File: config.mk
export PLATFORM = sky130hd
export DESIGN_NAME = atmega_pcint_flat
export DESIGN_NICKNAME = d
export VERILOG_FILES = /design/src/rtl/atmega_pcint_pkg.sv /design/src/rtl/atmega_pcint_if.sv /design/src/rtl/atmega_pin_sync.sv /design/src/rtl/atmega_pcint.sv /design/src/flat_wrapper.sv
export SDC_FILE = /design/constraint.sdc
export NUM_CORES = 1
export LEC_CHECK = 0
export ABC_AREA = 1
export BUFFER_PORTS_ARGS = -buffer_cell sky130_fd_sc_hd__buf_2
export CAP_MARGIN = 20
export CORE_ASPECT_RATIO = 1.5
export CORE_MARGIN = 3
export CORE_UTILIZATION = 49
export CTS_CLUSTER_SIZE = 30
export DETAILED_ROUTE_END_ITERATION = 6
export GPL_TIMING_DRIVEN = 0
export PLACE_DENSITY = 0.77
export RECOVER_POWER = 50
export SLEW_MARGIN = 20
export SYNTH_ARGS = -nofsm -noshare
export SYNTH_HDL_FRONTEND = slang
export SYNTH_SLANG_ARGS = --single-unit
File: constraint.sdc
create_clock -name clk -period 2.15 [get_ports clk]
set_clock_uncertainty 0.1 [all_clocks]
set_input_delay 0.215 -clock clk [delete_from_list [all_inputs] [get_ports clk]]
set_output_delay 0.215 -clock clk [all_outputs]
set_load 0.01 [all_outputs]
File: src/rtl/atmega_pcint_pkg.sv
// Shared constants for the ATmega pin-change interrupt group: default register
// addresses, synchroniser minimum depth and glitch-filter counter width.
package atmega_pcint_pkg;

  localparam int BUS_ADDR_W_DEF  = 8;
  localparam int PCICR_ADDR_DEF  = 'h68;
  localparam int PCIFR_ADDR_DEF  = 'h3B;
  localparam int PCMSK0_ADDR_DEF = 'h6B;
  localparam int PCMSK1_ADDR_DEF = 'h6C;
  localparam int PCMSK2_ADDR_DEF = 'h6D;

  localparam int SYNC_STAGES_MIN = 2;
  localparam int FILT_CNT_W      = 8;

  // Which of this group's registers the current bus address selects.
  typedef enum logic [1:0] {
    REG_NONE,
    REG_PCMSK,
    REG_PCICR,
    REG_PCIFR
  } reg_sel_e;

endpackage : atmega_pcint_pkg

File: src/rtl/atmega_pcint_if.sv
// I/O bus between the core and the pin-change group: address, strobes and
// data in both directions. The core side is master, register blocks are slave.
interface atmega_pcint_if
  import atmega_pcint_pkg::*;
#(
  parameter int ADDR_W = BUS_ADDR_W_DEF
);
  logic [ADDR_W-1:0] addr_dat;
  logic              wr_dat;
  logic              rd_dat;
  logic [7:0]        bus_dat_in;
  logic [7:0]        bus_dat_out;

  modport master (
    output addr_dat, wr_dat, rd_dat, bus_dat_in,
    input  bus_dat_out
  );

  modport slave (
    input  addr_dat, wr_dat, rd_dat, bus_dat_in,
    output bus_dat_out
  );
endinterface : atmega_pcint_if

File: src/rtl/atmega_pin_sync.sv
// Per-port pad synchroniser with an optional per-bit stability filter
// (enabled by ATMEGA_PCINT_GLITCH_FILTER_EN); produces the PIO io_in levels.
module atmega_pin_sync
  import atmega_pcint_pkg::*;
#(
  parameter int PORT_WIDTH    = 8,
  parameter int SYNC_STAGES   = 2,
  parameter int FILTER_CYCLES = 4
) (
  input  logic                  clk,
  input  logic                  rst,
  input  logic [PORT_WIDTH-1:0] pad_in,
  output logic [PORT_WIDTH-1:0] pin_out
);

  localparam int L_STAGES = (SYNC_STAGES < SYNC_STAGES_MIN) ? SYNC_STAGES_MIN : SYNC_STAGES;

  logic [L_STAGES-1:0][PORT_WIDTH-1:0] r_sync;
  logic [PORT_WIDTH-1:0]               w_sync;

  // NOTE: the synchroniser is a register chain, not a RAM, so every stage is
  // reset; a stale pre-reset level must never reach the change detector.
  always_ff @(posedge clk or posedge rst) begin
    if (rst) begin
      r_sync <= '0;
    end else begin
      // NOTE: non-blocking assignment makes every stage sample the previous
      // stage's old value, which is what makes this a shift chain.
      r_sync <= {r_sync[L_STAGES-2:0], pad_in};
    end
  end

  assign w_sync = r_sync[L_STAGES-1];

`ifdef ATMEGA_PCINT_GLITCH_FILTER_EN
  localparam logic [FILT_CNT_W-1:0] L_LAST = FILT_CNT_W'(FILTER_CYCLES - 1);

  logic [FILT_CNT_W-1:0] r_cnt [PORT_WIDTH];
  logic [PORT_WIDTH-1:0] r_pin;

  // A bit follows the synchronised level only after it has disagreed with the
  // current output for FILTER_CYCLES clocks in a row; any bounce restarts it.
  always_ff @(posedge clk or posedge rst) begin
    if (rst) begin
      r_pin <= '0;
      for (int i = 0; i < PORT_WIDTH; i++) r_cnt[i] <= '0;
    end else begin
      for (int i = 0; i < PORT_WIDTH; i++) begin
        if (w_sync[i] == r_pin[i]) begin
          r_cnt[i] <= '0;
        end else if (r_cnt[i] == L_LAST) begin
          r_pin[i] <= w_sync[i];
          r_cnt[i] <= '0;
        end else begin
          r_cnt[i] <= r_cnt[i] + 1'b1;
        end
      end
    end
  end

  assign pin_out = r_pin;
`else
  assign pin_out = w_sync;
`endif

endmodule : atmega_pin_sync

File: src/rtl/atmega_pcint.sv
// ATmega pin-change interrupt group for one port: synchronised pin levels,
// PCMSK/PCIE/PCIF registers and the interrupt request.
// Optional glitch filter: define ATMEGA_PCINT_GLITCH_FILTER_EN.
module atmega_pcint
  import atmega_pcint_pkg::*;
#(
  parameter int BUS_ADDR_DATA_LEN = BUS_ADDR_W_DEF,
  parameter int PORT_WIDTH        = 8,
  parameter int PCICR_ADDR        = PCICR_ADDR_DEF,
  parameter int PCIFR_ADDR        = PCIFR_ADDR_DEF,
  parameter int PCMSK_ADDR        = PCMSK0_ADDR_DEF,
  parameter int PCINT_BIT         = 0,
  parameter int SYNC_STAGES       = 2,
  parameter int FILTER_CYCLES     = 4
) (
  input  logic                  clk,
  input  logic                  rst,
  atmega_pcint_if.slave         bus,
  input  logic [PORT_WIDTH-1:0] pad_in,
  output logic [PORT_WIDTH-1:0] pin_out,
  output logic                  int_req,
  input  logic                  int_ack
);

  localparam logic [BUS_ADDR_DATA_LEN-1:0] L_PCICR = BUS_ADDR_DATA_LEN'(PCICR_ADDR);
  localparam logic [BUS_ADDR_DATA_LEN-1:0] L_PCIFR = BUS_ADDR_DATA_LEN'(PCIFR_ADDR);
  localparam logic [BUS_ADDR_DATA_LEN-1:0] L_PCMSK = BUS_ADDR_DATA_LEN'(PCMSK_ADDR);

  logic [PORT_WIDTH-1:0] w_pin;
  logic [PORT_WIDTH-1:0] r_prev;
  logic [PORT_WIDTH-1:0] r_pcmsk;
  logic                  r_pcie;
  logic                  r_pcif;
  reg_sel_e              w_sel;
  logic                  w_change;
  logic                  w_pcif_w1c;
  logic [7:0]            w_dat_out;

  atmega_pin_sync #(
    .PORT_WIDTH    (PORT_WIDTH),
    .SYNC_STAGES   (SYNC_STAGES),
    .FILTER_CYCLES (FILTER_CYCLES)
  ) u_sync (
    .clk     (clk),
    .rst     (rst),
    .pad_in  (pad_in),
    .pin_out (w_pin)
  );

  // NOTE: every always_comb output gets a default before any branch so an
  // unmatched address can never infer a latch.
  always_comb begin
    w_sel = REG_NONE;
    if (bus.addr_dat == L_PCMSK)      w_sel = REG_PCMSK;
    else if (bus.addr_dat == L_PCICR) w_sel = REG_PCICR;
    else if (bus.addr_dat == L_PCIFR) w_sel = REG_PCIFR;
  end

  assign w_change   = |((w_pin ^ r_prev) & r_pcmsk);
  assign w_pcif_w1c = bus.wr_dat && (w_sel == REG_PCIFR) && bus.bus_dat_in[PCINT_BIT];

  always_ff @(posedge clk or posedge rst) begin
    if (rst) begin
      r_prev  <= '0;
      r_pcmsk <= '0;
      r_pcie  <= 1'b0;
      r_pcif  <= 1'b0;
    end else begin
      r_prev <= w_pin;
      if (bus.wr_dat && (w_sel == REG_PCMSK)) r_pcmsk <= bus.bus_dat_in[PORT_WIDTH-1:0];
      if (bus.wr_dat && (w_sel == REG_PCICR)) r_pcie  <= bus.bus_dat_in[PCINT_BIT];
      // Set beats both clears so an edge landing on an ack or W1C is kept.
      if (w_change)        r_pcif <= 1'b1;
      else if (int_ack)    r_pcif <= 1'b0;
      else if (w_pcif_w1c) r_pcif <= 1'b0;
    end
  end

  // Shared PCICR/PCIFR bits from other groups are ORed in by the bus mux.
  always_comb begin
    w_dat_out = '0;
    if (bus.rd_dat && !rst) begin
      unique case (w_sel)
        REG_PCMSK: w_dat_out[PORT_WIDTH-1:0] = r_pcmsk;
        REG_PCICR: w_dat_out[PCINT_BIT]      = r_pcie;
        REG_PCIFR: w_dat_out[PCINT_BIT]      = r_pcif;
        default:   w_dat_out                 = '0;
      endcase
    end
  end

  assign bus.bus_dat_out = w_dat_out;
  assign pin_out         = w_pin;
  assign int_req         = r_pcif & r_pcie;

endmodule : atmega_pcint

File: src/flat_wrapper.sv
// flat-port wrapper written by rule: the top's interface ports become plain ports
module atmega_pcint_flat import atmega_pcint_pkg::*;
#(
  parameter int BUS_ADDR_DATA_LEN = BUS_ADDR_W_DEF,
  parameter int PORT_WIDTH        = 8,
  parameter int PCICR_ADDR        = PCICR_ADDR_DEF,
  parameter int PCIFR_ADDR        = PCIFR_ADDR_DEF,
  parameter int PCMSK_ADDR        = PCMSK0_ADDR_DEF,
  parameter int PCINT_BIT         = 0,
  parameter int SYNC_STAGES       = 2,
  parameter int FILTER_CYCLES     = 4
)
  (clk, rst, pad_in, pin_out, int_req, int_ack, bus_addr_dat, bus_wr_dat, bus_rd_dat, bus_bus_dat_in, bus_bus_dat_out);
  atmega_pcint_if #(.ADDR_W(8)) bus_i ();
  input  logic clk;
  input  logic rst;
  input  logic [PORT_WIDTH-1:0] pad_in;
  output logic [PORT_WIDTH-1:0] pin_out;
  output logic int_req;
  input  logic int_ack;
  input wire logic [$bits(bus_i.addr_dat)-1:0] bus_addr_dat;
  input wire logic [$bits(bus_i.wr_dat)-1:0] bus_wr_dat;
  input wire logic [$bits(bus_i.rd_dat)-1:0] bus_rd_dat;
  input wire logic [$bits(bus_i.bus_dat_in)-1:0] bus_bus_dat_in;
  output wire logic [$bits(bus_i.bus_dat_out)-1:0] bus_bus_dat_out;
  assign bus_i.addr_dat = bus_addr_dat;
  assign bus_i.wr_dat = bus_wr_dat;
  assign bus_i.rd_dat = bus_rd_dat;
  assign bus_i.bus_dat_in = bus_bus_dat_in;
  assign bus_bus_dat_out = bus_i.bus_dat_out;
  atmega_pcint #(.BUS_ADDR_DATA_LEN(BUS_ADDR_DATA_LEN), .PORT_WIDTH(PORT_WIDTH), .PCICR_ADDR(PCICR_ADDR), .PCIFR_ADDR(PCIFR_ADDR), .PCMSK_ADDR(PCMSK_ADDR), .PCINT_BIT(PCINT_BIT), .SYNC_STAGES(SYNC_STAGES), .FILTER_CYCLES(FILTER_CYCLES)) u_core (.clk(clk), .rst(rst), .bus(bus_i), .pad_in(pad_in), .pin_out(pin_out), .int_req(int_req), .int_ack(int_ack));
endmodule
-- Yosys cells after proc, flatten, opt, wreduce, memory -nomap -nowiden
Index checks and enable logic that the tools add are counted.
- flip-flop bits (word level): 34
- input bits: 29
- output and inout port bits: 17
- eq/ne operators: 6
- muxes and demuxes: 9
- bitwise gates (word level): 3
- reductions and logical operators: 8
- operators with widths (operator ; number):
    $eq A8 B7 Y1 const B ; 2
    $and A8 B8 Y8 ; 1
    $eq A8 B6 Y1 const B ; 1
    $mux W8 ; 1
    $reduce_or A8 Y1 ; 1
    $xor A8 B8 Y8 ; 1
    $mux W7 ; 1
    $mux W2 ; 3
    $logic_and A1 B1 Y1 ; 5
    $eq A2 B2 Y1 const B ; 2
    $mux W1 ; 3
    $pmux W1 S3 ; 1
    $reduce_bool A3 Y1 ; 1
    $eq A2 B1 Y1 const B ; 1
    $and A1 B1 Y1 ; 1
    $logic_not A1 Y1 ; 1

-- Depth between registers and ports, before layout
Gate-level depths: netlist of run 1.
- depth in word-level cells: 10
- mapped depth: 8
- depth with buffers taken out: 7

-- Hierarchy
A second synthesis of run 1 with hierarchy kept.
- cells, all modules: 157
- area, all modules: 1445.1 um2
- by module, submodules not included (module ; instances ; cells an instance ; area an instance (um2)):
    atmega_pcint ; 1 ; 132 ; 980.9
    atmega_pin_sync ; 1 ; 25 ; 464.2

-- Worst setup path after synthesis of run 1
Ideal clock, no wire load.
- path type: input port to output port
- start: input port rst
- end: output port bus_bus_dat_out[1]
- arrival: 1.652 ns
- required time: 1.835 ns
- slack: 0.183 ns
- stages on the path: 3
- cells stage by stage: inv_1 nand2_1 nor3_1
- word-level cells in the longest chain between the ends: 3
- ends and longest elaborated chain (what ; line ; source):
    start, declared ; flat_wrapper.sv:16 ; input logic rst;
    $logic_not A1 Y1 (no line) ; - ;
    $logic_and A1 B1 Y1 ; atmega_pcint.sv:82 ; if (bus.rd_dat && !rst) begin
    $mux W8 ; atmega_pcint.sv:82 ;
    end, declared ; flat_wrapper.sv:25 ; output wire logic [$bits(bus_i.bus_dat_out)-1:0] bus_bus_dat_out;
No other way between the ends.

-- Worst setup path in the final report of run 1
- start: input port rst
- end: output port bus_bus_dat_out[4]
The elaborated chain is that of the path after synthesis.

==> run summary, run 1 <==
Status -> complete, no violations
Final nets -> 247
Core Area -> 0.002763 mm2
DP Area -> 0.001727 mm2
Hold Buf Count CTS -> 10
Worst skew pair latency -> 0.28 ns
Initial antenna violation count -> 0
Startpoint types -> input port
Post-route cell area -> 0.001913 mm2
Internal Power -> 1002 uW
CTS H-tree lvls -> 2
Final Cycle Share -> 0.9086
Syn nets -> 185
HP Class -> in2reg
DR iter-0 viols -> 30
Multi-input logic area -> 431.7 um2
Final core occ -> 0.6925
Routed Antenna Nets -> 0
Register Area -> 850.8 um2
Max-cap violations -> 0
Ant. Diodes -> 0
Num CTS Buffers -> 5
Worst-path clk slew -> 0.06 ns
Fmax -> 511.9 MHz
Gate count after technology mapping -> 156
Slew at the pin closest to its max-slew limit -> 0.7942 ns
Vias per cell -> 4.543
Placer congestion estimate -> 0.7439
Worst Path Max Fanout -> 8
Pre-antenna DRT Iters -> 5
Slew Limit Fails -> 0
Setup bufs post-CTS -> 0
Flop pwr share -> 0.534
Row cnt -> 23
VDD IR-drop max -> 0.5172 mV
Die height -> 72.74 um
Largest net degree at the start of global routing -> 35
RSZ-0062 raised after global routing -> no
Clock power share -> 0.357
Total Routing Usage GR -> 0.1791
Crit Path Category -> in2out
CP required -> 1.84 ns
Synthesized area -> 0.001455 mm2
First-pass GRT wire length -> 4899 um
Die extent in x -> 50.50 um
Vias -> 1163
PostCTS Resize Cnt -> 0
CTS tree -> yes
Avg WL per Cell -> 11.18 um
Syn_area_per_cell -> 9.328 um2
Lkg Pwr -> 0.001064 uW
Post-layout minimum cycle time -> 1.954 ns
Routed wire length -> 2862 um
Register area share after synthesis -> 0.5847
Cell variety after synth -> 18
Hold slack final -> 0.04289 ns
CTS root buf -> clkbuf_8
Switching Share -> 0.2294
PwrDens -> 679.7 mW/mm2
Filler cell count -> 245
Gr ovfl total -> 0
Max Root-Sink Buffers -> 2
Die ar. -> 0.003673 mm2
I/O pin count -> 46
Area delta synth->final -> 31.47%
Final hold vios -> 0
Starting Density -> 0.5267
Residual DRC -> 0
Flops & latches, synth -> 34
DP HPWL -> 2131 um
Share of cells above drive strength 1 -> 0.3470
PortBufs -> 45
Combinational Power Share -> 0.109
Worst setup EP type -> output port
Slew margin rel. -> 0.4705
Vias in the first global route -> 1201
WP data arrival -> 1.64 ns
Count of final setup violators -> 0
CTS sink cnt -> 34
Psw -> 298.2 uW
YS warnings -> 0
==> worst paths after layout <==
kind,startpoint,endpoint,slack [ns],depth (start not counted)
max,rst,bus_bus_dat_out[4],0.20,6
min,bus_bus_dat_in[1],u_core.r_pcmsk[1],0.04,3
max reg2reg,u_core.u_sync.pin_out[6],u_core.r_pcif,1.07,6
min reg2reg,u_core.u_sync.r_sync[3],u_core.u_sync.pin_out[3],0.25,0
max in group asynchronous,rst,u_core.u_sync.r_sync[3],0.73,4
min in group asynchronous,rst,u_core.u_sync.r_sync[0],0.71,4
==> synth_stat cells <==
cell type   n  share of area
buf_4       8          0.041
buf_6       1         0.0077
buf_8       1          0.010
dfrtp_1    34           0.58
inv_1      22          0.057
inv_2       1         0.0026
nand2_1    36          0.093
nand2_2     4          0.017
nand2_4     1         0.0077
nand3_1     5          0.017
nand3_2     1         0.0069
nor2_1     19          0.049
nor2_4      2          0.015
nor2_8      1          0.014
nor3_1      7          0.024
o21ai_0     4          0.014
o21ai_1     6          0.021
o21ai_2     3          0.018
==> state kept, by name, indices dropped and copies added, names as in the netlist <==
signal and cells:
u_core.r_pcif 1, u_core.u_sync.r_sync 8, u_core.r_pcie 1, u_core.u_sync.pin_out 8
u_core.r_pcmsk 8, u_core.r_prev 8
==> layout by cell type (no fill, tap or decap), drive strengths merged <==
| master | Yosys | layout |
|---|---|---|
| dfrtp | 34 | 34 |
| nor2 | 22 | 22 |
| o21ai | 13 | 13 |
| nor3 | 7 | 7 |
| dlygate4sd3 | 0 | 9 |
| nand2 | 41 | 41 |
| clkbuf | 0 | 8 |
| buf | 10 | 55 |
| clkinv | 0 | 1 |
| inv | 23 | 23 |
| nand3 | 6 | 6 |
==> critical path, cell delays in order <==
cell and delay (ns):
dlygate4sd3_1 0.54, buf_2 0.12, inv_1 0.10, nand2_1 0.21, nor3_1 0.27, buf_2 0.18
==> layer usage <==
metal	vias to the layer above	global-route usage	wire (um)
met5	-	0	0
met4	0	0.08982	50
met3	7	0.04703	151
met2	32	0.3343	1618
met1	535	0.1783	1042
li1	589	-	-
==> final cells by class <==
class | instances | share of cell area
sequential | 34 | 0.4447
multi-input combinational | 89 | 0.2256
timing repair buffer | 55 | 0.1674
clock buffer | 7 | 0.04513
buffer | 10 | 0.04513
inverter | 23 | 0.04513
tap | 37 | 0.02420
clock inverter | 1 | 0.002616
==> cells by family (layout without fill, tap and decap cells) <==
kind of cell | after synthesis | count (layout) | share of synthesized area
AND/OR/NAND/NOR | 76 | 76 | 0.2442
flip-flops | 34 | 34 | 0.5847
buffers and inverters | 33 | 96 | 0.1187
AO/OA/AOI/OAI | 13 | 13 | 0.05246
==> power by group through the flow <==
| stage | clock [uW] | sequential (uW) | combinational, uW |
|---|---|---|---|
| finish | 464 | 695 | 142 |
| global route | 506 | 698 | 162 |
| CTS | 479 | 695 | 148 |
| detailed placement | 0 | 707 | 130 |
| global placement | 0 | 704 | 125 |
| floorplan | 0 | 702 | 80.2 |
==> through the flow <==
| stage | cells | power, uW | setup slack (ns) | setup TNS, ns |
|---|---|---|---|---|
| after floorplan | 156 | 781.8 | 0.1828 | 0 |
| after global placement | 238 | 829.3 | -0.4187 | -3.129 |
| after detailed placement | 238 | 836.6 | 0.08038 | 0 |
| after CTS | 256 | 1323 | 0.1936 | 0 |
| after global routing | 256 | 1367 | 0.08251 | 0 |
| final | 256 | 1300 | 0.1964 | 0 |
No activity file was read; power rests on OpenSTA's default activity.
==> run 2: changes to the inputs <==
--- a/config.mk
+++ b/config.mk
@@ -15,7 +15,6 @@
 export DETAILED_ROUTE_END_ITERATION = 6
 export GPL_TIMING_DRIVEN = 0
 export PLACE_DENSITY = 0.77
-export RECOVER_POWER = 50
 export SLEW_MARGIN = 20
 export SYNTH_ARGS = -nofsm -noshare
 export SYNTH_HDL_FRONTEND = slang
==> run summary, run 2 (same netlist as run 1, synthesis figures left out) <==
Total Routing Usage GR -> 0.1791
Die extent in x -> 50.50 um
Multi-input logic area -> 431.7 um2
Register Area -> 850.8 um2
Filler cell count -> 243
Combinational Power Share -> 0.112
Die ar. -> 0.003673 mm2
Ant. Diodes -> 0
HP Class -> in2reg
Psw -> 300.0 uW
CP required -> 1.84 ns
Worst skew pair latency -> 0.28 ns
Max-cap violations -> 0
Worst setup EP type -> output port
Row cnt -> 23
Largest net degree at the start of global routing -> 35
Placer congestion estimate -> 0.7439
I/O pin count -> 46
Status -> complete, no violations
Hold path depth -> 3
Gr ovfl total -> 0
Lkg Pwr -> 0.001068 uW
Num CTS Buffers -> 5
PostCTS Resize Cnt -> 0
Final Cycle Share -> 0.9030
Count of final setup violators -> 0
Slew Limit Fails -> 0
RSZ-0062 raised after global routing -> no
Initial antenna violation count -> 0
CTS H-tree lvls -> 2
Hold slack final -> 0.04276 ns
Crit Path Category -> in2out
Startpoint types -> input port
Internal Power -> 1005 uW
R2R Setup Slk -> 1.07 ns
Flop pwr share -> 0.532
Final hold vios -> 0
PwrDens -> 677.0 mW/mm2
Worst-path clk slew -> 0.06 ns
Vias per cell -> 4.516
Die height -> 72.74 um
Commonest non-fill, non-tap cell in the layout -> buf_2
Residual DRC -> 0
Core Area -> 0.002763 mm2
Max Root-Sink Buffers -> 2
Highest routed layer -> met4
Avg WL per Cell -> 11.21 um
Vias -> 1156
Hold Buf Count CTS -> 10
Fmax -> 515.1 MHz
Most frequent cells in the layout -> buf_2 (45), nand2_1 (36), dfrtp_1 (34)
CTS tree -> yes
Hold endpoint -> u_core.r_pcmsk[1]
Share of cells above drive strength 1 -> 0.3516
Post-layout minimum cycle time -> 1.941 ns
CTS root buf -> clkbuf_8
Placed cells -> 238
Worst r2r src -> u_core.u_sync.pin_out[6]
WL met2 -> 1614 um
Starting Density -> 0.5267
First-pass GRT wire length -> 4899 um
Pre-antenna DRT Iters -> 4
Area delta synth->final -> 32.50%
Routed wire length -> 2870 um
Switching Share -> 0.2298
Pre-CTS setup slack -> 0.08038 ns
Post-Layout Cell Count -> 256
Slew at the pin closest to its max-slew limit -> 0.3048 ns
Clock power share -> 0.356
DR iter-0 viols -> 26
Final core occ -> 0.6979
VDD IR-drop max -> 0.5172 mV
Hold Path Origin -> bus_bus_dat_in[1]
Worst Path Max Fanout -> 8
Reg2reg end -> u_core.r_pcif
Setup bufs post-CTS -> 0
PortBufs -> 45
Final worst setup slack -> 0.2085 ns
Met3 WL -> 151 um
Slew margin rel. -> 0.7963
WL met1 -> 1054 um
Final nets -> 247
Vias in the first global route -> 1201
DP HPWL -> 2131 um
Routed Antenna Nets -> 0
R2r worst-path depth -> 6
CTS sink cnt -> 34
WP data arrival -> 1.63 ns
-- run 2: cell types whose count changed in the layout (fill, tap and decap cells not counted) --
cell      change
clkbuf_2      -1
inv_2         +1
inv_1         -1
buf_12        +1
-- run 2: power by group through the flow --
| stage | logic, uW | clock network (uW) | registers [uW] |
|---|---|---|---|
| CTS | 148 | 479 | 695 |
| global route | 166 | 506 | 698 |
| floorplan | 80.2 | 0 | 702 |
| detailed placement | 130 | 0 | 707 |
| finish | 146 | 465 | 694 |
| global placement | 125 | 0 | 704 |
-- run 2: worst max-delay path by stage --
stage / depth (start not counted) / endpoint / start / slack [ns]
final: 6 / bus_bus_dat_out[4] / rst / 0.21
after global routing: 6 / bus_bus_dat_out[5] / rst / 0.11
after CTS: 6 / bus_bus_dat_out[4] / rst / 0.19
after detailed placement: 5 / bus_bus_dat_out[4] / rst / 0.08
after global placement: 5 / bus_bus_dat_out[4] / rst / -0.42
after floorplan: 3 / bus_bus_dat_out[1] / rst / 0.18
-- run 2: per-layer routing --
layer / GRT usage / vias to the layer above
met1: 0.1783 / 528
met2: 0.3343 / 32
li1: - / 589
met5: 0 / -
met3: 0.04703 / 7
met4: 0.08982 / 0
-- run 2: per-stage QoR --
stage,power [uW],cell area (um2),setup TNS (ns)
after global routing,1371,1928,0
after global placement,829.3,1727,-3.129
after detailed placement,836.6,1727,0
final,1305,1928,0
after CTS,1323,1928,0
after floorplan,781.8,1455,0
-- run 2: final cells by class --
| cell class | instances | area share |
|---|---|---|
| Tap cell | 37 | 0.02401 |
| Timing Repair Buffer | 55 | 0.1739 |
| Buffer | 10 | 0.04478 |
| Clock inverter | 1 | 0.002596 |
| Multi-Input combinational cell | 89 | 0.2239 |
| Inverter | 23 | 0.04478 |
| Sequential cell | 34 | 0.4413 |
| Clock buffer | 7 | 0.04478 |
-- run 2: critical path, cell delays in order --
cell and delay [ns]:
dlygate4sd3_1 0.54, buf_2 0.13, inv_2 0.09, nand2_1 0.21, nor3_1 0.27, buf_2 0.18
==> run 3: changes to the inputs <==
--- a/config.mk
+++ b/config.mk
@@ -11,11 +11,12 @@
 export CORE_ASPECT_RATIO = 1.5
 export CORE_MARGIN = 3
 export CORE_UTILIZATION = 49
-export CTS_CLUSTER_SIZE = 30
+export CTS_CLUSTER_SIZE = 24
 export DETAILED_ROUTE_END_ITERATION = 6
 export GPL_TIMING_DRIVEN = 0
 export PLACE_DENSITY = 0.77
 export SLEW_MARGIN = 20
 export SYNTH_ARGS = -nofsm -noshare
 export SYNTH_HDL_FRONTEND = slang
+export SYNTH_HIERARCHICAL = 1
 export SYNTH_SLANG_ARGS = --single-unit
==> constraint.sdc (replaced) <==
create_clock -name clk -period 2.15 [get_ports clk]
set_clock_uncertainty 0.1 [all_clocks]
set_input_delay 0.43 -clock clk [delete_from_list [all_inputs] [get_ports clk]]
set_output_delay 0.43 -clock clk [all_outputs]
set_load 0.01 [all_outputs]
==> run summary, run 3 <==
Synthesized area -> 0.001445 mm2
Fmax -> 541.2 MHz
Cell variety after synth -> 15
Final hold vios -> 0
CTS tree -> yes
Worst-path clk slew -> 0.06 ns
Max-cap violations -> 0
Flops & latches, synth -> 34
Top FF cell, synth -> dfrtp_1
Avg WL per Cell -> 11.40 um
Ant. Diodes -> 0
Lkg Pwr -> 0.001060 uW
Crit Path Category -> in2out
CTS H-tree lvls -> 2
Filler cell count -> 222
Final Cycle Share -> 0.8594
Post-route cell area -> 0.001862 mm2
Asr flop ratio synth -> 1.000
DR iter-0 viols -> 15
Core Area -> 0.002734 mm2
CTS sink cnt -> 34
Status -> complete, no violations
Synth top area share -> 0.5887
Top cells by area, synth -> dfrtp_1 (59%), nand2_1 (10%), inv_1 (6.8%), buf_4 (4.2%), nor2_1 (3.6%)
Multi-input logic area -> 424.2 um2
Largest net degree at the start of global routing -> 20
Vias per cell -> 4.538
GR peak layer -> met2
Starting Density -> 0.5286
Register Area -> 850.8 um2
Num CTS Buffers -> 5
Slew at the pin closest to its max-slew limit -> 0.5621 ns
Vias in the first global route -> 1168
Residual DRC -> 0
Die ar. -> 0.003650 mm2
Synth area leader -> dfrtp_1
Die height -> 72.51 um
Syn_area_per_cell -> 9.205 um2
Met3 Usage GRT -> 0.04723
Routed Antenna Nets -> 0
Register area share after synthesis -> 0.5887
Startpoint types -> input port
Gr ovfl total -> 0
Syn nets -> 186
HP Class -> in2async
Initial antenna violation count -> 0
Placer congestion estimate -> 0.7576
Worst Path Max Fanout -> 9
First-pass GRT wire length -> 4712 um
PortBufs -> 45
WP data arrival -> 1.32 ns
Count of final setup violators -> 0
PwrDens -> 696.8 mW/mm2
Most frequent cell after synthesis -> nand2_1
Gate count after technology mapping -> 157
Hold slack final -> 0.09899 ns
YS warnings -> 6
Commonest non-fill, non-tap cell in the layout -> buf_2
Worst skew pair latency -> 0.28 ns
Vias -> 1148
I/O pin count -> 46
Total Routing Usage GR -> 0.1760
Most frequent cells in the layout -> buf_2 (45), nand2_1 (38), dfrtp_1 (34)
Met2 Usage GRT -> 0.3285
EDFF count, synth -> 0
CP required -> 1.62 ns
RSZ-0062 raised after global routing -> no
Routed wire length -> 2884 um
Slew margin rel. -> 0.6249
DP HPWL -> 2102 um
VDD IR-drop max -> 0.5375 mV
DP Area -> 0.001717 mm2
Met1 global-route usage -> 0.1708
Final nets -> 244
Die extent in x -> 50.34 um
Share of cells above drive strength 1 -> 0.3611
Worst setup EP type -> output port
Slew Limit Fails -> 0
Row cnt -> 23
Post-layout minimum cycle time -> 1.848 ns
CTS root buf -> clkbuf_8
Max Root-Sink Buffers -> 2
Synth top cells by count -> nand2_1 (39), dfrtp_1 (34), inv_1 (26)
Area delta synth->final -> 28.83%
Pre-antenna DRT Iters -> 4
## run 3: cell count changes in the layout (fill, tap and decap cells not counted), sizes merged
cell	before	now
buf	56	59
clkinvlp	0	1
and2	0	1
o21ai	13	10
inv	23	25
nand2	41	44
dlygate4sd3	9	1
nor2	22	17
nand3	6	9
## run 3: path summary, 6_finish.rpt
| check | endpoint | cells past startpoint | slack [ns] | start |
|---|---|---|---|---|
| worst max register to register | u_core/r_pcif | 7 | 1.00 | u_core/u_sync/pin_out[1] |
| worst max-delay path | bus_bus_dat_out[1] | 7 | 0.30 | bus_addr_dat[7] |
| worst min-delay path | u_core/r_prev[6] | 3 | 0.1 | rst |
| worst min register to register | u_core/u_sync/pin_out[1] | 0 | 0.25 | u_core/u_sync/r_sync[1] |
| min in group clk | u_core/u_sync/r_sync[3] | 1 | 0.15 | pad_in[3] |
| max in group asynchronous | u_core/r_prev[1] | 3 | 1.31 | rst |
## run 3: worst max-delay path, stage by stage
cell     delay (ns)
buf_2          0.09
inv_1          0.06
nand2_1        0.08
nor2_4         0.15
nand2_4        0.13
nor3_1         0.20
buf_2          0.17
## run 3: kinds of logic (layout without fill, tap and decap cells)
kind of cell    count (synthesis)  count (layout)  share of synthesized area
simple gates                   78              78                     0.2519
compound gates                 10              10                    0.03983
flops                          34              34                     0.5887
buf+inv                        35              94                     0.1195
## run 3: repair_timing
item,4_1_cts,5_1_grt
buffers inserted,0,5
gates resized for setup,2,0
endpoints found under the hold margin,0,1
endpoints found under the setup margin,8,1
gates cloned,0,0
hold buffers,0,1
## run 3: stage by stage
stage          cells    util  setup slack [ns]  setup TNS (ns)  power [uW]
3_5_place_dp     239  0.6279           -0.3282          -2.407       832.1
6_report         253  0.6810            0.3022               0        1297
4_1_cts          247  0.6636           0.03956               0        1306
2_1_floorplan    157       -            0.1706               0       778.1
5_1_grt          253  0.6810            0.2055               0        1366
3_3_place_gp     239  0.6279           -0.3162          -2.268       825.3
## run 3: area by class of cell
type | count | share of cell area
Sequential cell | 34 | 0.4570
Multi-Input combinational cell | 88 | 0.2278
Timing Repair Buffer | 51 | 0.1465
Inverter | 26 | 0.05444
Clock buffer | 7 | 0.04637
Buffer | 9 | 0.04032
Tap cell | 37 | 0.02487
Clock inverter | 1 | 0.002688
## run 3: where the power goes
group	total [uW]	internal, uW	switching (uW)
combinational	141	63.0	77.9
sequential	689	675	13.7
clock	467	258	210
total	1300	996	301
## run 3: metal layers
metal / part of all wire / vias up
met4: 0.023 / 0
met2: 0.54 / 34
met3: 0.061 / 7
met5: 0 / -
met1: 0.38 / 524
li1: - / 583
